**config.mk**
```make
export PLATFORM = sky130hd
export DESIGN_NAME = instr_fetch_stage
export DESIGN_NICKNAME = d
export VERILOG_FILES = /design/src/rtl/instr_fetch_stage.sv
export SDC_FILE = /design/constraint.sdc
export NUM_CORES = 1
export LEC_CHECK = 0
export CAP_MARGIN = 10
export CORE_MARGIN = 2
export CORE_UTILIZATION = 45
export CTS_CLUSTER_SIZE = 12
export DETAILED_ROUTE_END_ITERATION = 7
export PLACE_DENSITY = 0.94
export SLEW_MARGIN = 0
export SYNTH_ARGS = -nofsm -noshare
export SYNTH_HDL_FRONTEND = slang
export SYNTH_SLANG_ARGS = --single-unit
```
**constraint.sdc**
```tcl
create_clock -name clk -period 3.2 [get_ports clk]
set_input_delay 0.32 -clock clk [delete_from_list [all_inputs] [get_ports clk]]
set_output_delay 0.32 -clock clk [all_outputs]
set_load 0.05 [all_outputs]
```
**src/rtl/instr_fetch_stage.sv**
```systemverilog
// Instruction fetch stage: PC register, imem request handshake, and a registered
// instruction/PC/format output for the immediate generator, with stall and redirect.
module instr_fetch_stage #(
  parameter logic [31:0] RESET_PC  = 32'h00000000,
  parameter logic [31:0] NOP_INSTR = 32'h00000013
) (
  input  logic        clk,
  input  logic        rst,
  output logic        imem_req,
  output logic [31:0] imem_addr,
  input  logic [31:0] imem_rdata,
  input  logic        imem_valid,
  input  logic        stall,
  input  logic        redirect,
  input  logic [31:0] redirect_pc,
  output logic [31:0] instruction,
  output logic [2:0]  inst_type,
  output logic [31:0] pc_out,
  output logic        valid_out
);

  typedef enum logic [1:0] {
    IDLE  = 2'd0,
    FETCH = 2'd1,
    HOLD  = 2'd2
  } state_t;

  typedef enum logic [2:0] {
    TYPE_B   = 3'b000,
    TYPE_I   = 3'b001,
    TYPE_S   = 3'b010,
    TYPE_U   = 3'b011,
    TYPE_J   = 3'b100,
    TYPE_R   = 3'b101,
    TYPE_ILL = 3'b111
  } itype_t;

  state_t      state_q, state_d;
  logic [31:0] pc_q, pc_d;
  logic [31:0] instruction_q, instruction_d;
  itype_t      inst_type_q, inst_type_d;
  logic [31:0] pc_out_q, pc_out_d;
  logic        valid_out_q, valid_out_d;

  // Redirect targets are word aligned; the low bits are dropped on purpose.
  logic [1:0] unused_redirect_lsbs;
  assign unused_redirect_lsbs = redirect_pc[1:0];

  function automatic itype_t decode_type(input logic [6:0] opcode);
    itype_t t;
    case (opcode)
      7'b1100011:                                  t = TYPE_B;
      7'b0010011, 7'b0000011, 7'b1100111, 7'b1110011: t = TYPE_I;
      7'b0100011:                                  t = TYPE_S;
      7'b0110111, 7'b0010111:                      t = TYPE_U;
      7'b1101111:                                  t = TYPE_J;
      7'b0110011:                                  t = TYPE_R;
      default:                                     t = TYPE_ILL;
    endcase
    return t;
  endfunction

  always_comb begin
    state_d       = state_q;
    pc_d          = pc_q;
    instruction_d = instruction_q;
    inst_type_d   = inst_type_q;
    pc_out_d      = pc_out_q;
    valid_out_d   = valid_out_q;

    if (redirect) begin
      // Flush: the word returned this cycle belongs to the old path.
      state_d       = FETCH;
      pc_d          = {redirect_pc[31:2], 2'b00};
      instruction_d = NOP_INSTR;
      inst_type_d   = TYPE_I;
      valid_out_d   = 1'b0;
    end else begin
      case (state_q)
        IDLE: state_d = FETCH;
        HOLD: if (!stall) state_d = FETCH;
        FETCH: begin
          if (stall) begin
            state_d = HOLD;
          end else if (imem_valid) begin
            instruction_d = imem_rdata;
            inst_type_d   = decode_type(imem_rdata[6:0]);
            pc_out_d      = pc_q;
            valid_out_d   = 1'b1;
            pc_d          = pc_q + 32'd4;
          end else begin
            instruction_d = NOP_INSTR;
            inst_type_d   = TYPE_I;
            valid_out_d   = 1'b0;
          end
        end
        default: state_d = IDLE;
      endcase
    end
  end

  always_ff @(posedge clk) begin
    if (rst) begin
      state_q       <= IDLE;
      pc_q          <= RESET_PC;
      instruction_q <= NOP_INSTR;
      inst_type_q   <= TYPE_I;
      pc_out_q      <= RESET_PC;
      valid_out_q   <= 1'b0;
    end else begin
      state_q       <= state_d;
      pc_q          <= pc_d;
      instruction_q <= instruction_d;
      inst_type_q   <= inst_type_d;
      pc_out_q      <= pc_out_d;
      valid_out_q   <= valid_out_d;
    end
  end

  assign imem_req    = (state_q == FETCH);
  assign imem_addr   = pc_q;
  assign instruction = instruction_q;
  assign inst_type   = inst_type_q;
  assign pc_out      = pc_out_q;
  assign valid_out   = valid_out_q;

endmodule

```
==> reports/qor.yml, run 1 <==
worst_setup_path:
  reg2reg_setup_slack_ps: 990
  critical_path.slowest_cell: "nor4_4"
  r2r_end: "imem_addr[24]"
  worstRegToRegCells: 5
  data_arrival_time_of_the_critical_path_ps: 2480
  worstReg2RegStart: "imem_addr[10]"
  crit_path_end_kind: "register"
  cp_cell_sequence: "nand4_2, nor4_4, nand4_1, xor2_1, a211oi_1"
  timing.critical_path.required_ps: 3480
  worst_path_largest_cell_delay_ps: 770
  worstSetupStartpointType: "register"
  critical_path_peak_fanout: 15
  path_class: "register to register"
global_route:
  grt-ovfl-total: 0
  antenna_violations_before_repair: 0
  grt_start_max_net_pins: 50
  overall_track_demand_over_capacity_in_global_routing_pct: 23.97
  grt_first_pass_wirelength_mm: 19.78
  grt_pass1_vias: 4211
sta:
  max-slew-margin-rel_pct: 45.23
  final_total_negative_setup_slack_ps: 0
  grt_setup_unrepaired: "false"
  count_of_pins_over_their_slew_limit: 0
  fin_skew_ps: 10.78
  layout_worst_path_cycle_share_pct: 68.93
  timing.final.crit_period_ps: 2206
  final-setup-viol-count: 0
  f_max_ghz: 0.4534
  hold_violations: 0
  timing_worst_slew_pin_value_ps: 815.4
clock_tree:
  sinks_on_the_clock_net: 98
  cts_hold_buf: 0
  numCtsBuffers: 9
  post_cts_setup_repair_buffer_count: 0
  htreeDepth: 3
  cts-root-buf: "clkbuf_8"
  ctsResizeCount: 0
  max-clock-path-buffers: 2
  clkTransAtPathRegs_ps: 100
  tritoncts: "built"
  skew_pair_late_insertion_delay_ps: 360
synth:
  synth.area.top_cells: "dfxtp_1 46%, nand2_1 9.6%, a21oi_1 7.9%"
  netlist-cell-type-count: 48
  yosysTopAreaCellShare_pct: 45.73
  synth_top_cell_by_area: "dfxtp_1"
  post_synth.cell_area_avg_um2: 8.188
  yosysSeqAreaShare_pct: 45.73
  ys_seq_elements: 98
  post_synth_instance_area_um2: 4290
  synthesis.yosys.warnings: 0
  postSynthCellCount: 524
hold_path:
  hold_end: "imem_addr[2]"
  hold_path_class: "primary input to register"
  worst_hold_path_cell_count: 2
  worst_hold_startpoint: "rst"
layout:
  final_design_area_no_fill_um2: 6133
  nets_finish: 736
  register_area_um2: 1962
  mostFrequentLayoutCell: "clkdlybuf4s50_1"
  layout_common_cells: "162 x clkdlybuf4s50_1, 110 x nand2_1, 98 x dfxtp_1"
  layout.filler_cells: 723
  combined_area_of_the_multi_input_logic_cells_um2: 2086
  post_route_cells_drive_above_1_share_pct: 5.663
  n_antenna_cell: 0
  syn2layout_area_growth_pct: 42.96
detailed_routing:
  drt_pre_antenna_iters: 5
  routedWlPerCell_um: 15.61
  post-route-drc-count: 0
  antenna_violating_nets_post_route: 0
  via_count: 4349
  wirelength_mm: 12.48
  first_iteration_detailed_routing_drc_count: 198
  via_per_inst: 5.436
place:
  place.port_buffers: 163
  post-dp-hpwl_mm: 9.110
  finalWeightedCongestion: 0.8311
  placement.cell_area_um2: 5914
floorplan:
  core_area_um2: 9240
  fp.dieH_um: 101.6
  placement_rows: 35
  die_area_um2: 10330
  io_pins: 170
  floorplan.die.width_um: 101.6
  start_util_pct: 46.43
pwr:
  power_per_standard_cell_area_nw_per_um2: 430.7
  peakVddDrop_mv: 0.2602
  leakagePower_nw: 2.064
outcome:
  status: "finished clean"
flow_run:
  max_cap_violations: 0
## report_power, final
group	internal [mW]	switching [mW]
combinational	0.180	0.270
sequential	1.26	0.0525
clock	0.449	0.436
## cell families after synthesis
group | Yosys count | synth area share [%]
XOR/XNOR | 27 | 5.512
buffers and inverters | 48 | 6.037
multiplexers | 6 | 1.400
other | 1 | 0.08741
adder cells (fa/ha/maj) | 2 | 0.5249
AND/OR/NAND/NOR | 235 | 26.33
flip-flops | 98 | 45.73
AO/OA/AOI/OAI | 107 | 14.38
## critical path: cells and delay by family, from the launching register on
family           cells  cell delay [ps]
flip-flops           1              510
AO/OA/AOI/OAI        1              230
AND/OR/NAND/NOR      3             1190
XOR/XNOR             1              200
## Yosys cell counts, drive strengths merged
master / count
conb: 1
clkbuf: 31
dfxtp: 98
nor4: 3
a2111oi: 1
nand2b: 1
ha: 1
and4: 6
o22ai: 1
nand2: 110
a211oi: 17
xnor2: 12
nand4bb: 1
and3b: 1
buf: 12
nand4: 15
a31oi: 5
nor2b: 2
a311oi: 2
nor3b: 3
nor3: 4
maj3: 1
inv: 5
xor2: 15
nor2: 36
nand3: 45
o21bai: 1
and4bb: 1
o21ai: 11
or2: 1
mux2i: 6
and3: 5
o31ai: 1
a21oi: 68
or3: 1
## cell type report
class                   instances  share of cell area, %
flip-flops and latches         98                  31.99
well taps                     129                  2.632
multi-input cells             381                  34.01
clock inverters                 5                  1.428
repair buffers                171                  27.50
clock buffers                  11                  2.142
inverters                       5                 0.3060
## state kept, by name (all words and copies together) (netlist names)
register,cells
state_q,2
instruction,32
valid_out,1
inst_type,3
imem_addr,30
pc_out,30
## layer usage
metal  part of all wire [%]  wire, um  vias up  track usage, %
met1                     39      4865     2032           28.10
met3                    9.8      1227       35           7.937
met4                    2.2       275        0           9.563
met2                     49      6115      211           40.38
met5                      0         0        -               0
li1                       -         -     2071               -
## worst max path at each step
stage	startpoint	endpoint	slack (ps)	cells past startpoint
global placement	stall	imem_addr[31]	700	6
global route	imem_addr[10]	imem_addr[24]	850	5
detailed placement	stall	imem_addr[31]	650	6
CTS	state_q[0]	imem_req	990	2
floorplan	imem_addr[11]	imem_addr[21]	1090	6
finish	imem_addr[10]	imem_addr[24]	990	5
## stage by stage
step / util [%] / instances / total power, mW / hold WS, ps / setup slack (ps)
finish: 66.38 / 800 / 2.642 / 427.0 / 994.3
global route: 66.38 / 800 / 2.747 / 447.2 / 845.1
CTS: 66.38 / 800 / 2.657 / 423.1 / 991.6
detailed placement: 64.01 / 784 / 1.783 / 444.1 / 649.0
global placement: 64.01 / 784 / 1.769 / 438.0 / 697.2
floorplan: - / 527 / 1.595 / 462.7 / 1091
Note: power is estimated with default switching activity, not from simulation.
==> run 2: changes to the inputs <==
--- a/config.mk
+++ b/config.mk
@@ -7,10 +7,10 @@
 export LEC_CHECK = 0
 export CAP_MARGIN = 10
 export CORE_MARGIN = 2
-export CORE_UTILIZATION = 45
+export CORE_UTILIZATION = 39
 export CTS_CLUSTER_SIZE = 12
 export DETAILED_ROUTE_END_ITERATION = 7
-export PLACE_DENSITY = 0.94
+export PLACE_DENSITY = 0.87
 export SLEW_MARGIN = 0
 export SYNTH_ARGS = -nofsm -noshare
 export SYNTH_HDL_FRONTEND = slang
==> constraint.sdc (replaced) <==
create_clock -name clk -period 1.9 [get_ports clk]
set_input_delay 0.19 -clock clk [delete_from_list [all_inputs] [get_ports clk]]
set_output_delay 0.19 -clock clk [all_outputs]
set_load 0.05 [all_outputs]
==> run 2 against run 1 <==
Against the previous run:
- cell count increased by 2.5%
- final area increased by 3.5%
- clock skew increased by 2.4 ps
- worst setup slack got worse by 940 ps
- die area increased by 15%
- clock power increased by 91%
- wire length increased by 2.4%
- worst hold slack got worse by 270 ps
- sequential power increased by 69%
- sequential cell count unchanged
- core utilization decreased by 7.5 points
==> reports/qor.yml, run 2 (synthesis results as in run 1) <==
layout:
  combined_area_of_the_multi_input_logic_cells_um2: 2088  # +0.12%
  nets_finish: 745  # +1.2%
  final_design_area_no_fill_um2: 6351  # +3.5%
  layout_common_cells: "155 x clkdlybuf4s50_1, 110 x nand2_1, 84 x dfxtp_1"
  register_area_um2: 1979  # +0.89%
  syn2layout_area_growth_pct: 48.03
  post-route-util_pct: 58.85  # -7.5 points
  layout.filler_cells: 914  # +26%
  max_reg_flops: 32  # unchanged
  post_route_cells_drive_above_1_share_pct: 9.559  # +3.9 points
  mostFrequentLayoutCell: "clkdlybuf4s50_1"
  n_antenna_cell: 0  # unchanged
detailed_routing:
  first_iteration_detailed_routing_drc_count: 174  # -12%
  routedWlPerCell_um: 15.58  # -0.14%
  via_per_inst: 5.357  # -1.5%
  antenna_violating_nets_post_route: 0  # unchanged
  via_count: 4393  # +1.0%
  wirelength_mm: 12.78  # +2.4%
  drt_pre_antenna_iters: 5  # unchanged
  post-route-drc-count: 0  # unchanged
pwr:
  leakagePower_nw: 2.222  # +7.6%
  power_per_standard_cell_area_nw_per_um2: 737.5  # +71%
  peakVddDrop_mv: 0.4146  # +59%
  finalPower_mw: 4.684  # +77%
worst_setup_path:
  worstSetupStartpointType: "register"
  path_class: "register to output port"
  critical_path.slowest_cell: "clkdlybuf4s50_1"
  critical_path_peak_fanout: 5  # -10
  worst_path_largest_cell_delay_ps: 840  # +70 ps
  cp_cell_sequence: "clkdlybuf4s50_1"
  worstReg2RegStart: "imem_addr[6]"
  data_arrival_time_of_the_critical_path_ps: 1650  # -830 ps
  critical-path-top-delay-family: "buffers and inverters"
  critical_path_buf_inv_count: 1  # +1
  timing.critical_path.required_ps: 1710  # -1770 ps
  reg2reg_setup_slack_ps: 150  # -840 ps
  worstRegToRegCells: 6  # +1
  crit_path_end_kind: "output port"
  r2r_end: "imem_addr[21]"
global_route:
  overall_track_demand_over_capacity_in_global_routing_pct: 21.57  # -2.4 points
  grt_start_max_net_pins: 49  # -2.0%
  grt_pass1_vias: 4309  # +2.3%
  grt_first_pass_wirelength_mm: 20.24  # +2.3%
  antenna_violations_before_repair: 0  # unchanged
  grt-ovfl-total: 0  # unchanged
floorplan:
  core_area_um2: 10790  # +17%
  start_util_pct: 39.75  # -6.7 points
  fp.dieH_um: 108.9  # +7.1%
  die_area_um2: 11860  # +15%
  floorplan.die.width_um: 108.9  # +7.1%
  io_pins: 170  # unchanged
  placement_rows: 38  # +8.6%
clock_tree:
  post_cts_setup_repair_buffer_count: 0  # unchanged
  skew_pair_late_insertion_delay_ps: 360  # about the same
  tritoncts: "built"
  max-clock-path-buffers: 2  # unchanged
  htreeDepth: 3  # unchanged
  sinks_on_the_clock_net: 98  # unchanged
  numCtsBuffers: 9  # unchanged
  clkTransAtPathRegs_ps: 100  # about the same
  cts-root-buf: "clkbuf_8"
sta:
  worst_slack_ps: 57.16  # -937.1 ps
  final.hold.worst_slack_ps: 159.6  # -267.4 ps
  final-setup-viol-count: 0  # unchanged
  count_of_pins_over_their_slew_limit: 0  # unchanged
  timing.final.crit_period_ps: 1843
  timing_worst_slew_pin_value_ps: 529.9  # -285.5 ps
  hold_violations: 0  # unchanged
  fin_skew_ps: 13.18  # +2.393 ps
  f_max_ghz: 0.5426
  max-slew-margin-rel_pct: 64.56  # +19 points
  layout_worst_path_cycle_share_pct: 96.99
  grt_setup_unrepaired: "false"
hold_path:
  worst_hold_path_cell_count: 3  # +1
  hold_end: "inst_type[0]"
  worst_hold_startpoint: "rst"
  hold_path_class: "primary input to register"
flow_run:
  max_cap_violations: 0  # unchanged
outcome:
  status: "finished clean"
place:
  placement.cell_area_um2: 6088  # +2.9%
  place.port_buffers: 163  # unchanged
  post-dp-hpwl_mm: 9.187  # +0.85%
  finalWeightedCongestion: 0.8349  # +0.46%
  place_worst_setup_slack_ps: -118.9  # -767.8 ps
## run 2: cell types whose count changed in the layout (fill, tap and decap cells not counted), moves of 3 or more
| cell | delta |
|---|---|
| dfxtp_1 | -14 |
| buf_4 | +4 |
| clkdlybuf4s50_1 | -7 |
| dfxtp_2 | +14 |
| buf_12 | +6 |
| dlygate4sd2_1 | +3 |
| dlymetal6s2s_1 | +3 |
## run 2: worst max-delay path by stage
| stage | endpoint | slack (ps) | start | depth (start not counted) |
|---|---|---|---|---|
| 5_1_grt | imem_addr[25] | 4 | imem_addr[25] | 1 |
| 2_1_floorplan | imem_addr[21] | -6 | imem_addr[18] | 6 |
| 4_1_cts | imem_addr[5] | 30 | imem_addr[5] | 1 |
| 3_5_place_dp | imem_addr[31] | -120 | stall | 7 |
| 6_report | imem_addr[24] | 60 | imem_addr[24] | 1 |
| 3_3_place_gp | imem_addr[31] | -30 | stall | 7 |
## run 2: tightest hold or removal path: stages
cell     delay (ps)
buf_2           120
nor2_1          100
nand2_1          70
## run 2: routing by layer
metal,wire (um),global-route usage [%],vias to the layer above,share of wire (%)
li1,-,-,2100,-
met1,5117,25.30,2073,40
met2,6233,36.38,196,49
met3,1199,7.830,24,9.4
met4,227,7.234,0,1.8
met5,0,0,-,0
## run 2: area by class of cell
| class | instances | area share, % |
|---|---|---|
| Multi-Input combinational cell | 381 | 32.88 |
| Sequential cell | 98 | 31.17 |
| Timing Repair Buffer | 180 | 28.82 |
| Tap cell | 140 | 2.758 |
| Clock buffer | 11 | 2.384 |
| Clock inverter | 5 | 1.694 |
| Inverter | 5 | 0.2955 |
## run 2: what timing repair did
action,CTS,global route
endpoints found under the setup margin,3,3
resized for setup,3,3
hold buffers,0,0
## run 2: where the power goes
part / leakage (nW) / switching, mW / internal (mW) / total, mW
Clock: 0.130 / 0.737 / 0.955 / 1.69
Sequential: 0.803 / 0.0886 / 2.12 / 2.21
Combinational: 1.29 / 0.462 / 0.323 / 0.785
## run 2: metrics by stage
stage | instances | TNS [ps]
after floorplan | 527 | -6.170
after global placement | 804 | -54.17
after detailed placement | 804 | -435.5
after CTS | 820 | 0
after global routing | 820 | 0
final | 820 | 0
==> run 3: changes to the inputs <==
--- a/config.mk
+++ b/config.mk
@@ -6,7 +6,7 @@
 export NUM_CORES = 1
 export LEC_CHECK = 0
 export CAP_MARGIN = 10
-export CORE_MARGIN = 2
+export CORE_MARGIN = 4
 export CORE_UTILIZATION = 39
 export CTS_CLUSTER_SIZE = 12
 export DETAILED_ROUTE_END_ITERATION = 7
==> run 3 against run 2 <==
Against the previous run:
- final area increased by 0.83%
- sequential power about the same
- count of clock-buffer cells in the layout decreased by 1
- largest power group unchanged
- critical path depth unchanged
- worst setup slack got worse by 1.4 ps
- wire length increased by 1.7%
- global-route usage decreased by 2.1 points
- cell count increased by 0.49%
- fmax about the same
- register-to-register slack about the same
- via count decreased by 1.0%
==> reports/qor.yml, run 3 (synthesis results as in run 1) <==
outcome:
  status: "finished clean"
sta:
  f_max_ghz: 0.5422  # about the same
  worst_slack_ps: 55.77  # -1.389 ps
  final-setup-viol-count: 0  # unchanged
  fin_skew_ps: 8.853  # -4.323 ps
  grt_setup_unrepaired: "false"
  layout_worst_path_cycle_share_pct: 97.06  # about the same
  count_of_pins_over_their_slew_limit: 0  # unchanged
  timing.final.crit_period_ps: 1844  # +1.389 ps
  hold_violations: 0  # unchanged
  max-slew-margin-rel_pct: 64.11  # -0.45 points
  timing_worst_slew_pin_value_ps: 536.7  # +6.804 ps
worst_setup_path:
  critical_path.slowest_cell: "clkdlybuf4s50_1"
  path_class: "register to output port"
  timing.critical_path.required_ps: 1710  # about the same
  crit_path_end_kind: "output port"
  worstSetupStartpointType: "register"
  critical-path-top-delay-family: "buffers and inverters"
  cp_cell_sequence: "clkdlybuf4s50_1"
  critical_path_buf_inv_count: 1  # unchanged
  data_arrival_time_of_the_critical_path_ps: 1650  # about the same
  critical_path_peak_fanout: 5  # unchanged
  worst_path_largest_cell_delay_ps: 850  # about the same
place:
  placement.cell_area_um2: 6143  # +0.90%
  place.port_buffers: 163  # unchanged
  finalWeightedCongestion: 0.8416  # +0.80%
  post-dp-hpwl_mm: 9.590  # +4.4%
  place_worst_setup_slack_ps: -111.3  # +7.526 ps
global_route:
  antenna_violations_before_repair: 0  # unchanged
  grt_start_max_net_pins: 43  # -12%
  grt_pass1_vias: 4238  # -1.6%
  grt-ovfl-total: 0  # unchanged
  overall_track_demand_over_capacity_in_global_routing_pct: 19.50  # -2.1 points
  grt_first_pass_wirelength_mm: 20.00  # -1.2%
layout:
  syn2layout_area_growth_pct: 49.26
  mostFrequentLayoutCell: "clkdlybuf4s50_1"
  layout.filler_cells: 913  # -0.11%
  post_route_cells_drive_above_1_share_pct: 10.09  # +0.53 points
  n_antenna_cell: 0  # unchanged
  layout_common_cells: "152 x clkdlybuf4s50_1, 110 x nand2_1, 84 x dfxtp_1"
  final_design_area_no_fill_um2: 6404  # +0.83%
  post-route-util_pct: 59.33  # +0.49 points
  nets_finish: 749  # +0.54%
  max_reg_flops: 32  # unchanged
pwr:
  finalPower_mw: 4.655  # -0.62%
  leakagePower_nw: 2.287  # +2.9%
  power_per_standard_cell_area_nw_per_um2: 726.9  # -1.4%
  peakVddDrop_mv: 0.4782  # +15%
detailed_routing:
  via_count: 4349  # -1.0%
  routedWlPerCell_um: 15.76  # +1.2%
  post-route-drc-count: 0  # unchanged
  first_iteration_detailed_routing_drc_count: 233  # +34%
  antenna_violating_nets_post_route: 0  # unchanged
  drt_pre_antenna_iters: 5  # unchanged
  wirelength_mm: 12.99  # +1.7%
  via_per_inst: 5.278  # -1.5%
clock_tree:
  skew_pair_late_insertion_delay_ps: 360  # about the same
  cts_hold_buf: 0  # unchanged
  numCtsBuffers: 9  # unchanged
  clkTransAtPathRegs_ps: 90  # about the same
  sinks_on_the_clock_net: 98  # unchanged
  htreeDepth: 3  # unchanged
  tritoncts: "built"
  max-clock-path-buffers: 2  # unchanged
  cts-root-buf: "clkbuf_8"
hold_path:
  hold_path_class: "primary input to register"
floorplan:
  fp.dieH_um: 112.9  # +3.7%
  placement_rows: 38  # unchanged
  die_area_um2: 12740  # +7.5%
  start_util_pct: 39.75  # unchanged
  io_pins: 170  # unchanged
  core_area_um2: 10790  # unchanged
  floorplan.die.width_um: 112.9  # +3.7%
flow_run:
  max_cap_violations: 0  # unchanged
run 3: layout make-up:
cell class | instances | area, um^2 | share of cell area, %
inverters | 5 | 18.77 | 0.2931
flip-flops and latches | 98 | 1979 | 30.91
clock inverters | 6 | 111.4 | 1.739
repair buffers | 184 | 1893 | 29.56
well taps | 140 | 175.2 | 2.735
multi-input cells | 381 | 2088 | 32.61
clock buffers | 10 | 137.6 | 2.149
run 3: power by group:
part / switching (mW) / internal (mW)
clock: 0.737 / 0.913
sequential: 0.0851 / 2.12
combinational: 0.468 / 0.334
total: 1.29 / 3.36
run 3: through the flow:
step	hold WS, ps	TNS (ps)	cells
3_3_place_gp	437.6	-46.81	808
3_5_place_dp	447.7	-372.5	808
2_1_floorplan	327.1	-6.170	527
4_1_cts	257.6	0	824
6_report	270.7	0	824
5_1_grt	260.5	0	824
run 3: what timing repair did:
item	4_1_cts	5_1_grt
gates resized for setup	3	6
cloned	0	0
endpoints found under the setup margin	3	6
setup buffers	0	0
run 3: worst reg2reg max path, stage by stage (launching register included):
cell and delay [ps]:
dfxtp_2 440, nand4_2 190, nor4_4 240, buf_4 240, nand4_1 130, xor2_1 170
a211oi_1 240
run 3: worst paths after layout:
path	startpoint	to	slack, ps	cells past startpoint
setup reg to reg	imem_addr[6]	imem_addr[31]	160	6
hold / removal	rst	imem_addr[8]	270	2
hold reg to reg	instruction[24]	instruction[24]	460	2
setup / recovery	imem_addr[24]	imem_addr[24]	60	1
run 3: routing by layer:
| layer | routed length, um | vias to the layer above | track usage, % |
|---|---|---|---|
| met5 | 0 | - | 0 |
| met3 | 1329 | 16 | 8.930 |
| met1 | 5258 | 2045 | 22.27 |
| met2 | 6211 | 185 | 32.78 |
| li1 | - | 2103 | - |
| met4 | 190 | 0 | 5.689 |
